===== config.mk =====
export PLATFORM = sky130hd
export DESIGN_NAME = alu_op_sequencer
export DESIGN_NICKNAME = d
export VERILOG_FILES = /design/src/rtl/calc_pkg.sv /design/src/rtl/seq_timeout_ctr.sv /design/src/rtl/alu_op_sequencer.sv
export SDC_FILE = /design/constraint.sdc
export NUM_CORES = 1
export LEC_CHECK = 0
export CAP_MARGIN = 15
export CORE_AREA = 2 2 71 73
export CTS_BUF_LIST = sky130_fd_sc_hd__clkbuf_4 sky130_fd_sc_hd__clkbuf_8 sky130_fd_sc_hd__clkbuf_16
export DETAILED_ROUTE_END_ITERATION = 16
export DIE_AREA = 0 0 73 75
export PLACE_DENSITY_LB_ADDON = 0.05
export SLEW_MARGIN = 20
export SYNTH_ARGS = -nofsm -noshare
export SYNTH_HDL_FRONTEND = slang
export SYNTH_HIERARCHICAL = 1
export SYNTH_SLANG_ARGS = --single-unit
export TNS_END_PERCENT = 1

===== constraint.sdc =====
create_clock -name clk -period 4.6 [get_ports clk]
set_input_delay 0.46 -clock clk [delete_from_list [all_inputs] [get_ports clk]]
set_output_delay 0.46 -clock clk [all_outputs]
set_load 0.05 [all_outputs]

===== src/rtl/calc_pkg.sv =====
// +----------------------------------------------------------------------------+
// | calc_pkg : shared types and defaults for the calculator datapath control   |
// | Revision : 1.0                                                             |
// +----------------------------------------------------------------------------+
`default_nettype none

package calc_pkg;

    localparam int unsigned DW_DEF      = 9;
    localparam int unsigned NREGS_DEF   = 8;
    localparam int unsigned TIMEOUT_DEF = 15;

    typedef enum logic [2:0] {
        OP_ADD  = 3'd0,
        OP_SUB  = 3'd1,
        OP_MUL  = 3'd2,
        OP_DIV  = 3'd3,
        OP_AND  = 3'd4,
        OP_OR   = 3'd5,
        OP_XOR  = 3'd6,
        OP_PASS = 3'd7
    } opcode_t;

    typedef enum logic [2:0] {
        S_IDLE     = 3'd0,
        S_RD_A     = 3'd1,
        S_RD_B     = 3'd2,
        S_EXEC     = 3'd3,
        S_WAIT_ALU = 3'd4,
        S_WB       = 3'd5,
        S_RESP     = 3'd6
    } seq_state_t;

    localparam logic [1:0] ST_OK  = 2'b00;
    localparam logic [1:0] ST_OVF = 2'b01;
    localparam logic [1:0] ST_TMO = 2'b10;

endpackage

`default_nettype wire


===== src/rtl/seq_timeout_ctr.sv =====
// +----------------------------------------------------------------------------+
// | seq_timeout_ctr : clearable wait counter flagging the LIMIT-th enabled cycle|
// | Revision : 1.0                                                             |
// +----------------------------------------------------------------------------+
`default_nettype none

module seq_timeout_ctr #(
    parameter int unsigned LIMIT = 15,
    parameter int unsigned CW    = 4
) (
    input  logic clk,
    input  logic nrst,
    input  logic clear,
    input  logic enable,
    output logic expired
);

    logic [CW-1:0] r_count;

    always_ff @(posedge clk or negedge nrst) begin
        if (!nrst) begin
            r_count <= '0;
        end else if (clear) begin
            r_count <= '0;
        end else if (enable) begin
            r_count <= r_count + CW'(1);
        end
    end

    // Raised during the LIMIT-th consecutive enabled cycle.
    assign expired = enable && (r_count == CW'(LIMIT - 1));

endmodule

`default_nettype wire


===== src/rtl/alu_op_sequencer.sv =====
// +----------------------------------------------------------------------------+
// | alu_op_sequencer : runs one command through read A/B, ALU, write-back, rsp |
// | Revision : 1.0                                                             |
// +----------------------------------------------------------------------------+
`default_nettype none

module alu_op_sequencer
    import calc_pkg::*;
#(
    parameter int unsigned DW      = DW_DEF,
    parameter int unsigned NREGS   = NREGS_DEF,
    parameter int unsigned TIMEOUT = TIMEOUT_DEF,
    localparam int unsigned RW     = $clog2(NREGS)
) (
    input  logic          clk,
    input  logic          nrst,
    input  logic          cmd_valid,
    output logic          cmd_ready,
    input  logic [2:0]    cmd_opcode,
    input  logic [RW-1:0] cmd_src_a,
    input  logic [RW-1:0] cmd_src_b,
    input  logic [RW-1:0] cmd_dst,
    output logic [RW-1:0] reg_sel,
    input  logic [DW-1:0] reg_val,
    output logic          alu_start,
    output logic [2:0]    alu_opcode,
    output logic [DW-1:0] alu_a,
    output logic [DW-1:0] alu_b,
    input  logic          alu_done,
    input  logic [DW-1:0] alu_result,
    input  logic          alu_ovf,
    output logic          wr_en,
    output logic [RW-1:0] wr_sel,
    output logic [DW-1:0] wr_data,
    output logic          rsp_valid,
    input  logic          rsp_ready,
    output logic [1:0]    rsp_status,
    output logic          busy
);

    localparam int unsigned TW = $clog2(TIMEOUT + 1);

    seq_state_t    r_state;
    seq_state_t    w_next;
    logic          r_cmd_ready;
    logic          r_busy;
    logic          r_rsp_valid;
    logic [1:0]    r_status;
    logic [2:0]    r_opcode;
    logic [RW-1:0] r_src_a;
    logic [RW-1:0] r_src_b;
    logic [RW-1:0] r_dst;
    logic [DW-1:0] r_op_a;
    logic [DW-1:0] r_op_b;
    logic [DW-1:0] r_result;
    logic          r_ovf;
    logic [RW-1:0] w_reg_sel;
    logic          w_expired;
    logic          w_in_wait;

    assign w_in_wait = (r_state == S_WAIT_ALU);

    seq_timeout_ctr #(
        .LIMIT (TIMEOUT),
        .CW    (TW)
    ) u_timeout (
        .clk     (clk),
        .nrst    (nrst),
        .clear   (!w_in_wait),
        .enable  (w_in_wait),
        .expired (w_expired)
    );

    always_comb begin
        w_next    = r_state;
        w_reg_sel = '0;
        case (r_state)
            S_IDLE:     if (cmd_valid && r_cmd_ready) w_next = S_RD_A;
            S_RD_A: begin
                w_reg_sel = r_src_a;
                w_next    = S_RD_B;
            end
            S_RD_B: begin
                w_reg_sel = r_src_b;
                w_next    = S_EXEC;
            end
            S_EXEC:     w_next = S_WAIT_ALU;
            // A done pulse on the expiry cycle still counts as a result.
            S_WAIT_ALU: begin
                if (alu_done) begin
                    w_next = S_WB;
                end else if (w_expired) begin
                    w_next = S_RESP;
                end
            end
            S_WB:       w_next = S_RESP;
            S_RESP:     if (rsp_ready) w_next = S_IDLE;
            default:    w_next = S_IDLE;
        endcase
    end

    always_ff @(posedge clk or negedge nrst) begin
        if (!nrst) begin
            r_state     <= S_IDLE;
            r_cmd_ready <= 1'b1;
            r_busy      <= 1'b0;
            r_rsp_valid <= 1'b0;
            r_status    <= ST_OK;
            r_opcode    <= '0;
            r_src_a     <= '0;
            r_src_b     <= '0;
            r_dst       <= '0;
            r_op_a      <= '0;
            r_op_b      <= '0;
            r_result    <= '0;
            r_ovf       <= 1'b0;
        end else begin
            r_state     <= w_next;
            r_cmd_ready <= (w_next == S_IDLE);
            r_busy      <= (w_next != S_IDLE);
            r_rsp_valid <= (w_next == S_RESP);
            case (r_state)
                S_IDLE: begin
                    if (cmd_valid && r_cmd_ready) begin
                        r_opcode <= cmd_opcode;
                        r_src_a  <= cmd_src_a;
                        r_src_b  <= cmd_src_b;
                        r_dst    <= cmd_dst;
                    end
                end
                S_RD_A: r_op_a <= reg_val;
                S_RD_B: r_op_b <= reg_val;
                S_WAIT_ALU: begin
                    if (alu_done) begin
                        r_result <= alu_result;
                        r_ovf    <= alu_ovf;
                    end else if (w_expired) begin
                        r_status <= ST_TMO;
                    end
                end
                S_WB:    r_status <= r_ovf ? ST_OVF : ST_OK;
                default: ;
            endcase
        end
    end

    assign cmd_ready  = r_cmd_ready;
    assign busy       = r_busy;
    assign reg_sel    = w_reg_sel;
    assign alu_start  = (r_state == S_EXEC);
    assign alu_opcode = r_opcode;
    assign alu_a      = r_op_a;
    assign alu_b      = r_op_b;
    assign wr_en      = (r_state == S_WB) && !r_ovf;
    assign wr_sel     = r_dst;
    assign wr_data    = r_result;
    assign rsp_valid  = r_rsp_valid;
    assign rsp_status = r_status;

endmodule

`default_nettype wire


# Word-level counts from Yosys, hierarchy flattened
# Cells that the tools add are included.
# word_totals
in_bits	36
register_bits	52
# classes
n_mux	11
eq_ne	10
addsub	1
reduce_logical	11
# ops
cell	count
3-bit case mux with 7 select lines	1
3-bit == test (second input constant)	4
3-bit two-way mux	4
3-bit by 2-bit == test with 1-bit output (second input constant)	2
3-bit logical NOT	2
3-bit case mux with 2 select lines	1
4-bit by 1-bit adder with 4-bit output (second input constant)	1
4-bit == test (second input constant)	1
2-bit two-way mux	2
4-bit two-way mux	1
2-bit inequality test (second input constant)	2
2-bit case mux with 2 select lines	1
2-bit AND reduction	2
3-bit by 1-bit == test with 1-bit output (second input constant)	1
1-bit logical AND	3
3-bit AND reduction	1
3-bit nonzero test	1
2-bit nonzero test	1
1-bit logical NOT	1
1-bit two-way mux	1

# Longest topological paths before layout
# Gate-level depths: netlist of run 1.
# logic_depth
depth_word	6
ltp_mapped	7
depth_no_buf	7

# Hierarchy
# The synthesis of run 1 kept the hierarchy.
# modules_own_cells
mod	area_per_inst_um2	cells_per_inst	instances
alu_op_sequencer	1940.6	128	1
seq_timeout_ctr	222.7	20	1

# Worst setup path after synthesis of run 1
# OpenSTA, ideal clock, no wires.
# synth_timing
kind	reg-to-output
start	register r_state[2]
end	output port wr_en
path_stages_with_launch	5
required_ns	4.140
n_path_buf	1
setup_slack_ns	2.623
arrival_time_ns	1.517
path_cell_list	dfrtp_1 > buf_2 > nor2b_1 > nand2_1 > nor2_1
# synth_via
elab_chain_cells	2
# synth_rtl
element	line	source
from (decl)	alu_op_sequencer.sv:43	seq_state_t r_state;
from (signal assigned)	alu_op_sequencer.sv:118	r_state <= w_next;
3-bit == test	alu_op_sequencer.sv:154	assign wr_en = (r_state == S_WB) && !r_ovf;
1-bit logical AND	alu_op_sequencer.sv:154	
to (decl)	alu_op_sequencer.sv:32	output logic wr_en,
# No other way between the ends.

# Worst setup path after layout of run 1
# layout_timing
start	register r_state[0]
end	output port reg_sel[0]
# layout_via
elab_chain_cells	2
word_cells_on_any_way	3
# layout_rtl
element	line	source
3-bit by 2-bit == test with 1-bit output / 3-bit by 1-bit == test with 1-bit output (equally long branches)	alu_op_sequencer.sv:77	case (r_state)
3-bit case mux with 2 select lines *	alu_op_sequencer.sv:77	
to (decl)	alu_op_sequencer.sv:23	output logic [RW-1:0] reg_sel,
# Mark *: on every way between the ends. The rest lies on a longest branch, timed or not.

==> flow_metrics.env, run 1 <==
export IMPL_status="completed"
export IMPL_max_vdd_ir_drop_v=0.000459
export IMPL_hold_path_class="input port to asynchronous set/reset pin"
export IMPL_finalNetCount=264
export IMPL_synth_flop_cell="dfrtp_1"
export IMPL_rsz0062_at_grt="false"
export IMPL_root_buffer="clkbuf_8"
export IMPL_timing_final_crit_share=0.690
export IMPL_critical_path_max_fanout=14
export IMPL_cts_setup_buffers=0
export IMPL_pin_count=79
export IMPL_die_area_sq_um=5480
export IMPL_die_y_um=75
export IMPL_antenna_found_initial=0
export IMPL_use_met3=0.0509
export IMPL_totalPowerFinal_mw=2.50
export IMPL_drc=0
export IMPL_io_buffers=78
export IMPL_synthTopCellsByArea="dfrtp_1, mux2_2, mux2_4, dfstp_2, a22o_1"
export IMPL_finalWorstSetupSlack_ns=1.43
export IMPL_fillers=339
export IMPL_preCtsSetupSlack_ns=1.71
export IMPL_power_leakage_nw=1.31
export IMPL_use_met2=0.270
export IMPL_worstMarginPinSlew_ns=0.881
export IMPL_async_flop_share=1.00
export IMPL_syn_area_per_cell_sq_um=14.6
export IMPL_initial_core_util=0.464
export IMPL_ys_ff_latch=52
export IMPL_finalWorstPathRequiredPeriod_ns=3.17
export IMPL_drt_iter0_drc=73
export IMPL_cts_resized=0
export IMPL_cts_made_buffers=5
export IMPL_maxCapViolations=0
export IMPL_globalRoute_busiestLayer="met2"
export IMPL_clockBufferDepth=2
export IMPL_num_rows=25
export IMPL_dr_total_vias=1424
export IMPL_synthDistinctLibCells=34
export IMPL_required_ns=4.14
export IMPL_synthCells=148
export IMPL_grt_first_pass_wirelength_mm=6.76
export IMPL_drv_slew=0
export IMPL_path_class="flop to output pin"
export IMPL_clock_sinks=52
export IMPL_yosysTopAreaCell="dfrtp_1"
export IMPL_start_kind="flop"
export IMPL_hold_viol=0
export IMPL_routedWlPerCell_um=15.2
export IMPL_ys_top_cells_by_count="dfrtp_1, mux2_2, mux2_4"
export IMPL_hpwl_mm=3.10
export IMPL_synth_edf_count=0
export IMPL_ctsHtreeMaxLevel=2
export IMPL_n_antenna_cell=0
export IMPL_crit_path_end_kind="output pin"
export IMPL_clk_pin_slew_ns=0.09
export IMPL_cts_hold_buf=0
export IMPL_cts_tree="yes"
export IMPL_overflow=0
export IMPL_syn_nets=186
export IMPL_skew_ns=0.00245
export IMPL_grt_max_degree=53
export IMPL_drive_above_1_share=0.242
export IMPL_grt_pass1_vias=1396
export IMPL_post_dp_cell_area_sq_um=2970
export IMPL_vias_per_cell=5.07
export IMPL_yosysSeqAreaShare=0.602
export IMPL_drt_total_wl_mm=4.27
export IMPL_syn_to_final_growth_pct=41.5
export IMPL_yosysTopAreaCellShare=0.590
export IMPL_die_w_um=73
export IMPL_max_freq_mhz=315
export IMPL_netlist_area_sq_um=2160
export IMPL_synth_most_common_cell="dfrtp_1"
export IMPL_yosys_warnings=6
export IMPL_grt_use_met1=0.205
export IMPL_maxSlewHeadroom=0.410
export IMPL_drt_pass1_iter_count=4
export IMPL_clk_latency_ns=0.30
export IMPL_fin_area_sq_um=3060
export IMPL_setup_tns_ns=0
export IMPL_gp_congestion=0.712
export IMPL_power_density_nw_per_um2=817
export IMPL_cp_arrival_ns=2.71
export IMPL_grt_usage=0.164
export IMPL_core_area_sq_um=4660
export IMPL_ant_nets=0
export IMPL_setup_violations_final=0
-- power breakdown --
group,switching [mW],total [mW],internal [mW]
Combinational,0.869,1.44,0.574
Clock,0.139,0.259,0.120
Sequential,0.134,0.799,0.665
-- cell usage in the layout (no fill, tap or decap), types with 3 or more instances in the layout --
cell | synthesis | final
a21oi_1 | 5 | 5
a22o_1 | 3 | 3
clkbuf_8 | 0 | 6
clkdlybuf4s50_1 | 0 | 77
dfrtp_1 | 51 | 51
mux2_2 | 32 | 32
mux2_4 | 9 | 9
nand2_1 | 3 | 3
nand2b_1 | 3 | 3
nor2_1 | 5 | 5
nor2b_1 | 4 | 4
-- sequential cells by signal, summed over array words and instances, names as in the netlist --
| name | flops |
|---|---|
| alu_b | 9 |
| r_state | 3 |
| rsp_valid | 1 |
| wr_data | 9 |
| alu_opcode | 3 |
| busy | 1 |
| r_src_b | 3 |
| cmd_ready | 1 |
| alu_a | 9 |
| r_src_a | 3 |
| u_timeout/r_count | 4 |
| rsp_status | 2 |
| wr_sel | 3 |
| r_ovf | 1 |
-- critical path, cell delays in order, from the launching register on --
cell	delay [ns]
dfrtp_1	0.58
nor3b_2	0.80
a22o_1	0.24
clkdlybuf4s50_1	0.80
-- area by class of cell --
type	count	area (sq um)	share of cell area
Multi-Input combinational cell	86	806	0.263
Inverter	2	7.51	0.00245
Clock inverter	2	10.0	0.00327
Timing Repair Buffer	79	786	0.257
Sequential cell	52	1300	0.425
Tap cell	54	67.6	0.0221
Clock buffer	6	82.6	0.0270
-- cells by family (layout without fill, tap and decap cells) --
group,after synthesis,after routing,synth area share
AO/OA/AOI/OAI,16,16,0.0515
XOR/XNOR,1,1,0.00405
adder cells (fa/ha/maj),2,2,0.0116
buffers and inverters,10,89,0.0254
flip-flops,52,52,0.602
multiplexers,41,41,0.229
AND/OR/NAND/NOR,26,26,0.0764
-- through the flow --
stage               instances  utilization  hold WS, ns
floorplan                 148            -        0.164
global placement          273        0.637        0.488
detailed placement        273        0.637        0.488
CTS                       281        0.656        0.410
global route              281        0.657        0.222
finish                    281        0.657        0.177
-- path summary, 6_finish.rpt --
check	end	cells past startpoint	startpoint	slack (ns)
min	alu_a[4]$_DFFE_PN0N_	1	nrst	0.18
min in group clk	rsp_status[0]$_DFFE_PN0P_	1	rsp_status[0]$_DFFE_PN0P_	0.51
max	reg_sel[0]	3	r_state[0]$_DFF_PN0_	1.43
max in group asynchronous	wr_data[8]$_DFFE_PN0P_	1	nrst	4.00
max reg2reg	rsp_status[0]$_DFFE_PN0P_	7	r_state[0]$_DFF_PN0_	2.57
min reg2reg	rsp_status[0]$_DFFE_PN0P_	1	rsp_status[0]$_DFFE_PN0P_	0.51
-- routing by layer --
layer,vias up,wire length [um]
li1,681,-
met4,0,67
met5,-,0
met3,8,246
met2,49,2150
met1,686,1800
(Power assumes the default switching activity.)
==> inputs of run 2 (changes only) <==
--- a/config.mk
+++ b/config.mk
@@ -6,10 +6,10 @@
 export NUM_CORES = 1
 export LEC_CHECK = 0
 export CAP_MARGIN = 15
-export CORE_AREA = 2 2 71 73
+export CORE_AREA = 2 2 74 76
 export CTS_BUF_LIST = sky130_fd_sc_hd__clkbuf_4 sky130_fd_sc_hd__clkbuf_8 sky130_fd_sc_hd__clkbuf_16
 export DETAILED_ROUTE_END_ITERATION = 16
-export DIE_AREA = 0 0 73 75
+export DIE_AREA = 0 0 76 78
 export PLACE_DENSITY_LB_ADDON = 0.05
 export SLEW_MARGIN = 20
 export SYNTH_ARGS = -nofsm -noshare
==> constraint.sdc (replaced) <==
create_clock -name clk -period 3.1 [get_ports clk]
set_input_delay 0.31 -clock clk [delete_from_list [all_inputs] [get_ports clk]]
set_output_delay 0.31 -clock clk [all_outputs]
set_load 0.05 [all_outputs]
==> flow_metrics.env, run 2 (same netlist as run 1, synthesis figures left out) <==
export IMPL_status="completed"
export IMPL_cts_made_buffers=5
export IMPL_root_buffer="clkbuf_8"
export IMPL_setup_tns_ns=0
export IMPL_die_area_sq_um=5930
export IMPL_dr_total_vias=1434
export IMPL_layout_common_cells="clkdlybuf4s50_1, dfrtp_1, mux2_2"
export IMPL_power_leakage_nw=1.31
export IMPL_maxCapViolations=0
export IMPL_ctsHtreeMaxLevel=2
export IMPL_ant_nets=0
export IMPL_max_vdd_ir_drop_v=0.000559
export IMPL_finalWorstPathRequiredPeriod_ns=2.87
export IMPL_crit_path_end_kind="output pin"
export IMPL_io_buffers=78
export IMPL_die_y_um=78
export IMPL_drt_pass1_iter_count=4
export IMPL_globalRoute_busiestLayer="met2"
export IMPL_critical_path_max_fanout=14
export IMPL_core_area_sq_um=5040
export IMPL_path_class="flop to output pin"
export IMPL_clockBufferDepth=2
export IMPL_required_ns=2.79
export IMPL_drc=0
export IMPL_start_kind="flop"
export IMPL_initial_core_util=0.429
export IMPL_grt_pass1_vias=1558
export IMPL_syn_to_final_growth_pct=42.8
export IMPL_worstMarginPinSlew_ns=0.826
export IMPL_skew_ns=0.0122
export IMPL_fillers=400
export IMPL_hpwl_mm=3.44
export IMPL_hold_path_class="input port to asynchronous set/reset pin"
export IMPL_hold_viol=0
export IMPL_cts_resized=0
export IMPL_power_density_nw_per_um2=1210
export IMPL_maxSlewHeadroom=0.449
export IMPL_use_met3=0.0407
export IMPL_grt_first_pass_wirelength_mm=7.80
export IMPL_whs_ns=0.0304
export IMPL_clk_latency_ns=0.30
export IMPL_routedWlPerCell_um=16.0
export IMPL_pin_count=79
export IMPL_timing_final_crit_share=0.927
export IMPL_rsz0062_at_grt="false"
export IMPL_drt_iter0_drc=51
export IMPL_n_antenna_cell=0
export IMPL_overflow=0
export IMPL_grt_use_met1=0.201
export IMPL_grt_usage=0.168
export IMPL_cp_arrival_ns=2.56
export IMPL_vias_per_cell=4.81
export IMPL_cts_setup_buffers=0
export IMPL_cts_tree="yes"
export IMPL_drv_slew=0
export IMPL_setup_violations_final=0
export IMPL_num_rows=26
export IMPL_clock_sinks=52
export IMPL_max_freq_mhz=348
export IMPL_layout_commonest_cell="clkdlybuf4s50_1"
export IMPL_finalNetCount=265
export IMPL_drt_total_wl_mm=4.77
export IMPL_antenna_found_initial=0
export IMPL_die_w_um=76
export IMPL_cts_hold_buf=0
export IMPL_use_met2=0.293
export IMPL_gp_congestion=0.796
export IMPL_grt_max_degree=53
export IMPL_drive_above_1_share=0.246
export IMPL_clk_pin_slew_ns=0.09
-- run 2: cell count changes in the layout (fill, tap and decap cells not counted) --
cell   previous run  this run
buf_4             2         3
-- run 2: final cells by class --
cell class              instances  area (sq um)  area share
inverters                       2          7.51     0.00243
repair buffers                 80           793       0.257
clock inverters                 2          10.0     0.00324
multi-input cells              86           806       0.261
flip-flops and latches         52          1300       0.422
clock buffers                   6          82.6      0.0267
well taps                      70          87.6      0.0284
-- run 2: metal layers --
| metal | routed length [um] | share of wire |
|---|---|---|
| met1 | 2060 | 0.43 |
| met2 | 2440 | 0.51 |
| met3 | 204 | 0.043 |
| met4 | 62 | 0.013 |
| met5 | 0 | 0 |
-- run 2: final timing paths --
path | cells after the start | end | slack [ns] | from
worst max register to register | 7 | rsp_status[0]$_DFFE_PN0P_ | 1.02 | r_state[0]$_DFF_PN0_
worst min-delay path | 1 | alu_b[8]$_DFFE_PN0N_ | 0.03 | nrst
worst max-delay path | 3 | reg_sel[1] | 0.23 | r_state[0]$_DFF_PN0_
max in group asynchronous | 1 | wr_data[6]$_DFFE_PN0P_ | 2.63 | nrst
min in group clk | 1 | alu_b[8]$_DFFE_PN0N_ | 0.51 | alu_b[8]$_DFFE_PN0N_
worst min register to register | 1 | alu_b[8]$_DFFE_PN0N_ | 0.51 | alu_b[8]$_DFFE_PN0N_
-- run 2: where the power goes --
| part | leakage, nW | internal, mW | total (mW) | switching, mW |
|---|---|---|---|---|
| Sequential | 0.635 | 0.987 | 1.20 | 0.211 |
| Clock | 0.0510 | 0.179 | 0.390 | 0.211 |
| Combinational | 0.626 | 0.856 | 2.16 | 1.30 |
| Total | 1.31 | 2.02 | 3.74 | 1.72 |
-- run 2: stage by stage --
step	instance area [sq um]	setup WS, ns	total power [mW]	utilization	std cells
finish	3090	0.227	3.74	0.613	298
floorplan	2160	1.27	2.66	-	148
CTS	3090	0.201	3.78	0.612	298
detailed placement	2990	0.550	3.38	0.594	290
global placement	2990	0.676	3.32	0.594	290
global route	3090	0.0805	3.93	0.613	298
-- run 2: worst max-delay path, cell delays in order, from the launching register on --
cell,delay (ns)
dfrtp_1,0.60
nor3b_2,0.60
a22o_1,0.25
clkdlybuf4s50_1,0.81
==> inputs of run 3 (changes only) <==
--- a/config.mk
+++ b/config.mk
@@ -11,6 +11,7 @@
 export DETAILED_ROUTE_END_ITERATION = 16
 export DIE_AREA = 0 0 76 78
 export PLACE_DENSITY_LB_ADDON = 0.05
+export RECOVER_POWER = 100
 export SLEW_MARGIN = 20
 export SYNTH_ARGS = -nofsm -noshare
 export SYNTH_HDL_FRONTEND = slang
==> flow_metrics.env, run 3 (same netlist as run 1, synthesis figures left out) <==
export IMPL_power_density_nw_per_um2=1170
export IMPL_clockPowerShare=0.109
export IMPL_clk_latency_ns=0.30
export IMPL_worstMarginPinSlew_ns=2.69
export IMPL_clock_sinks=52
export IMPL_hold_path_class="flop to flop"
export IMPL_max_freq_mhz=349
export IMPL_cp_arrival_ns=2.55
export IMPL_hpwl_mm=3.44
export IMPL_hold_viol=0
export IMPL_layout_commonest_cell="dfrtp_1"
export IMPL_drv_slew=53
export IMPL_drt_iter0_drc=45
export IMPL_max_vdd_ir_drop_v=0.000533
export IMPL_rsz0062_at_grt="false"
export IMPL_clk_pin_slew_ns=0.09
export IMPL_drt_total_wl_mm=4.65
export IMPL_die_w_um=76
export IMPL_holdPathStages=1
export IMPL_io_buffers=78
export IMPL_drt_pass1_iter_count=4
export IMPL_r2r_start="r_state[0]$_DFF_PN0_"
export IMPL_reg2reg_depth=7
export IMPL_grt_first_pass_wirelength_mm=7.80
export IMPL_violations="capacitance limit, slew limit"
export IMPL_cts_made_buffers=5
export IMPL_cts_hold_buf=0
export IMPL_maxCapViolations=1
export IMPL_final_core_util=0.603
export IMPL_root_buffer="clkbuf_8"
export IMPL_syn_to_final_growth_pct=40.7
export IMPL_die_area_sq_um=5930
export IMPL_gp_congestion=0.796
export IMPL_layout_common_cells="dfrtp_1, dlygate4sd3_1, clkdlybuf4s50_1"
export IMPL_path_class="flop to output pin"
export IMPL_regArea_sq_um=1300
export IMPL_setup_tns_ns=0
export IMPL_finalNetCount=265
export IMPL_overflow=0
export IMPL_dr_total_vias=1426
export IMPL_p_comb_frac=0.561
export IMPL_multi_input_area_sq_um=767
export IMPL_pin_count=79
export IMPL_initial_core_util=0.429
export IMPL_start_kind="flop"
export IMPL_required_ns=2.79
export IMPL_ctsHtreeMaxLevel=2
export IMPL_antenna_found_initial=0
export IMPL_crit_path_end_kind="output pin"
export IMPL_drc=0
export IMPL_whs_endpoint="alu_opcode[2]$_DFFE_PN0P_"
export IMPL_rr_endpoint="rsp_status[0]$_DFFE_PN0P_"
export IMPL_critical_path_max_fanout=14
export IMPL_cts_setup_buffers=0
export IMPL_die_y_um=78
export IMPL_core_area_sq_um=5040
export IMPL_routedWlPerCell_um=15.6
export IMPL_swShare=0.474
export IMPL_grt_pass1_vias=1558
export IMPL_maxSlewHeadroom=-0.795
export IMPL_status="complete, but fails checks"
export IMPL_fillers=411
export IMPL_num_rows=26
export IMPL_ant_nets=0
export IMPL_drive_above_1_share=0.193
export IMPL_cts_tree="yes"
export IMPL_grt_max_degree=53
export IMPL_vias_per_cell=4.79
export IMPL_setup_violations_final=0
export IMPL_totalPowerFinal_mw=3.57
export IMPL_switching_power_mw=1.69
export IMPL_power_frac_seq=0.330
export IMPL_p_int_mw=1.88
export IMPL_r2r_slack_ns=1.05
export IMPL_finalWorstPathRequiredPeriod_ns=2.86
export IMPL_power_leakage_nw=1.32
export IMPL_timing_final_crit_share=0.923
export IMPL_skew_ns=0.0116
export IMPL_n_antenna_cell=0
export IMPL_grt_usage=0.168
export IMPL_cts_resized=0
export IMPL_clockBufferDepth=2
export IMPL_min_delay_start="alu_opcode[2]$_DFFE_PN0P_"
## run 3: cell count changes in the layout (fill, tap and decap cells not counted), sizes merged
| cell | delta |
|---|---|
| buf | -2 |
| dlygate4sd3 | +42 |
| clkbuf | +2 |
| clkdlybuf4s50 | -42 |
## run 3: how the worst max path moves through the flow
stage	startpoint	to	slack, ns
6_report	r_state[0]$_DFF_PN0_	reg_sel[0]	0.24
3_5_place_dp	r_state[0]$_DFF_PN0_	reg_sel[1]	0.55
4_1_cts	r_state[0]$_DFF_PN0_	reg_sel[1]	0.20
3_3_place_gp	r_state[0]$_DFF_PN0_	reg_sel[1]	0.68
2_1_floorplan	r_state[2]$_DFF_PN0_	wr_en	1.27
5_1_grt	r_state[0]$_DFF_PN0_	reg_sel[0]	0.05
## run 3: metrics by stage
| stage | cell area [sq um] | worst slack, ns | instances | hold WS, ns |
|---|---|---|---|---|
| after global routing | 3040 | 0.0483 | 298 | 0.525 |
| after floorplan | 2160 | 1.27 | 148 | 0.0144 |
| after global placement | 2990 | 0.676 | 290 | 0.489 |
| after detailed placement | 2990 | 0.550 | 290 | 0.496 |
| final | 3040 | 0.239 | 298 | 0.496 |
| after CTS | 3090 | 0.201 | 298 | 0.267 |
## run 3: critical path, cell delays in order (launching register included)
cell	delay, ns
dfrtp_1	0.58
nor3b_2	0.60
a22o_1	0.21
dlygate4sd3_1	0.87
## run 3: power groups by stage
stage / logic, mW / clock network [mW] / registers, mW
after floorplan: 0.674 / 0 / 1.99
after global placement: 2.14 / 0 / 1.18
after detailed placement: 2.17 / 0 / 1.21
after CTS: 2.18 / 0.401 / 1.20
after global routing: 2.10 / 0.440 / 1.22
final: 2.00 / 0.389 / 1.18
## run 3: final cells by class
type,count,area share
Clock buffer,6,0.0271
Clock inverter,2,0.00329
Inverter,2,0.00247
Multi-Input combinational cell,86,0.252
Sequential cell,52,0.428
Tap cell,70,0.0288
Timing Repair Buffer,80,0.258
## run 3: layer usage
metal	track usage	wire, um
met4	0.0691	62
met2	0.293	2400
met3	0.0407	200
met5	0	0
met1	0.201	1990
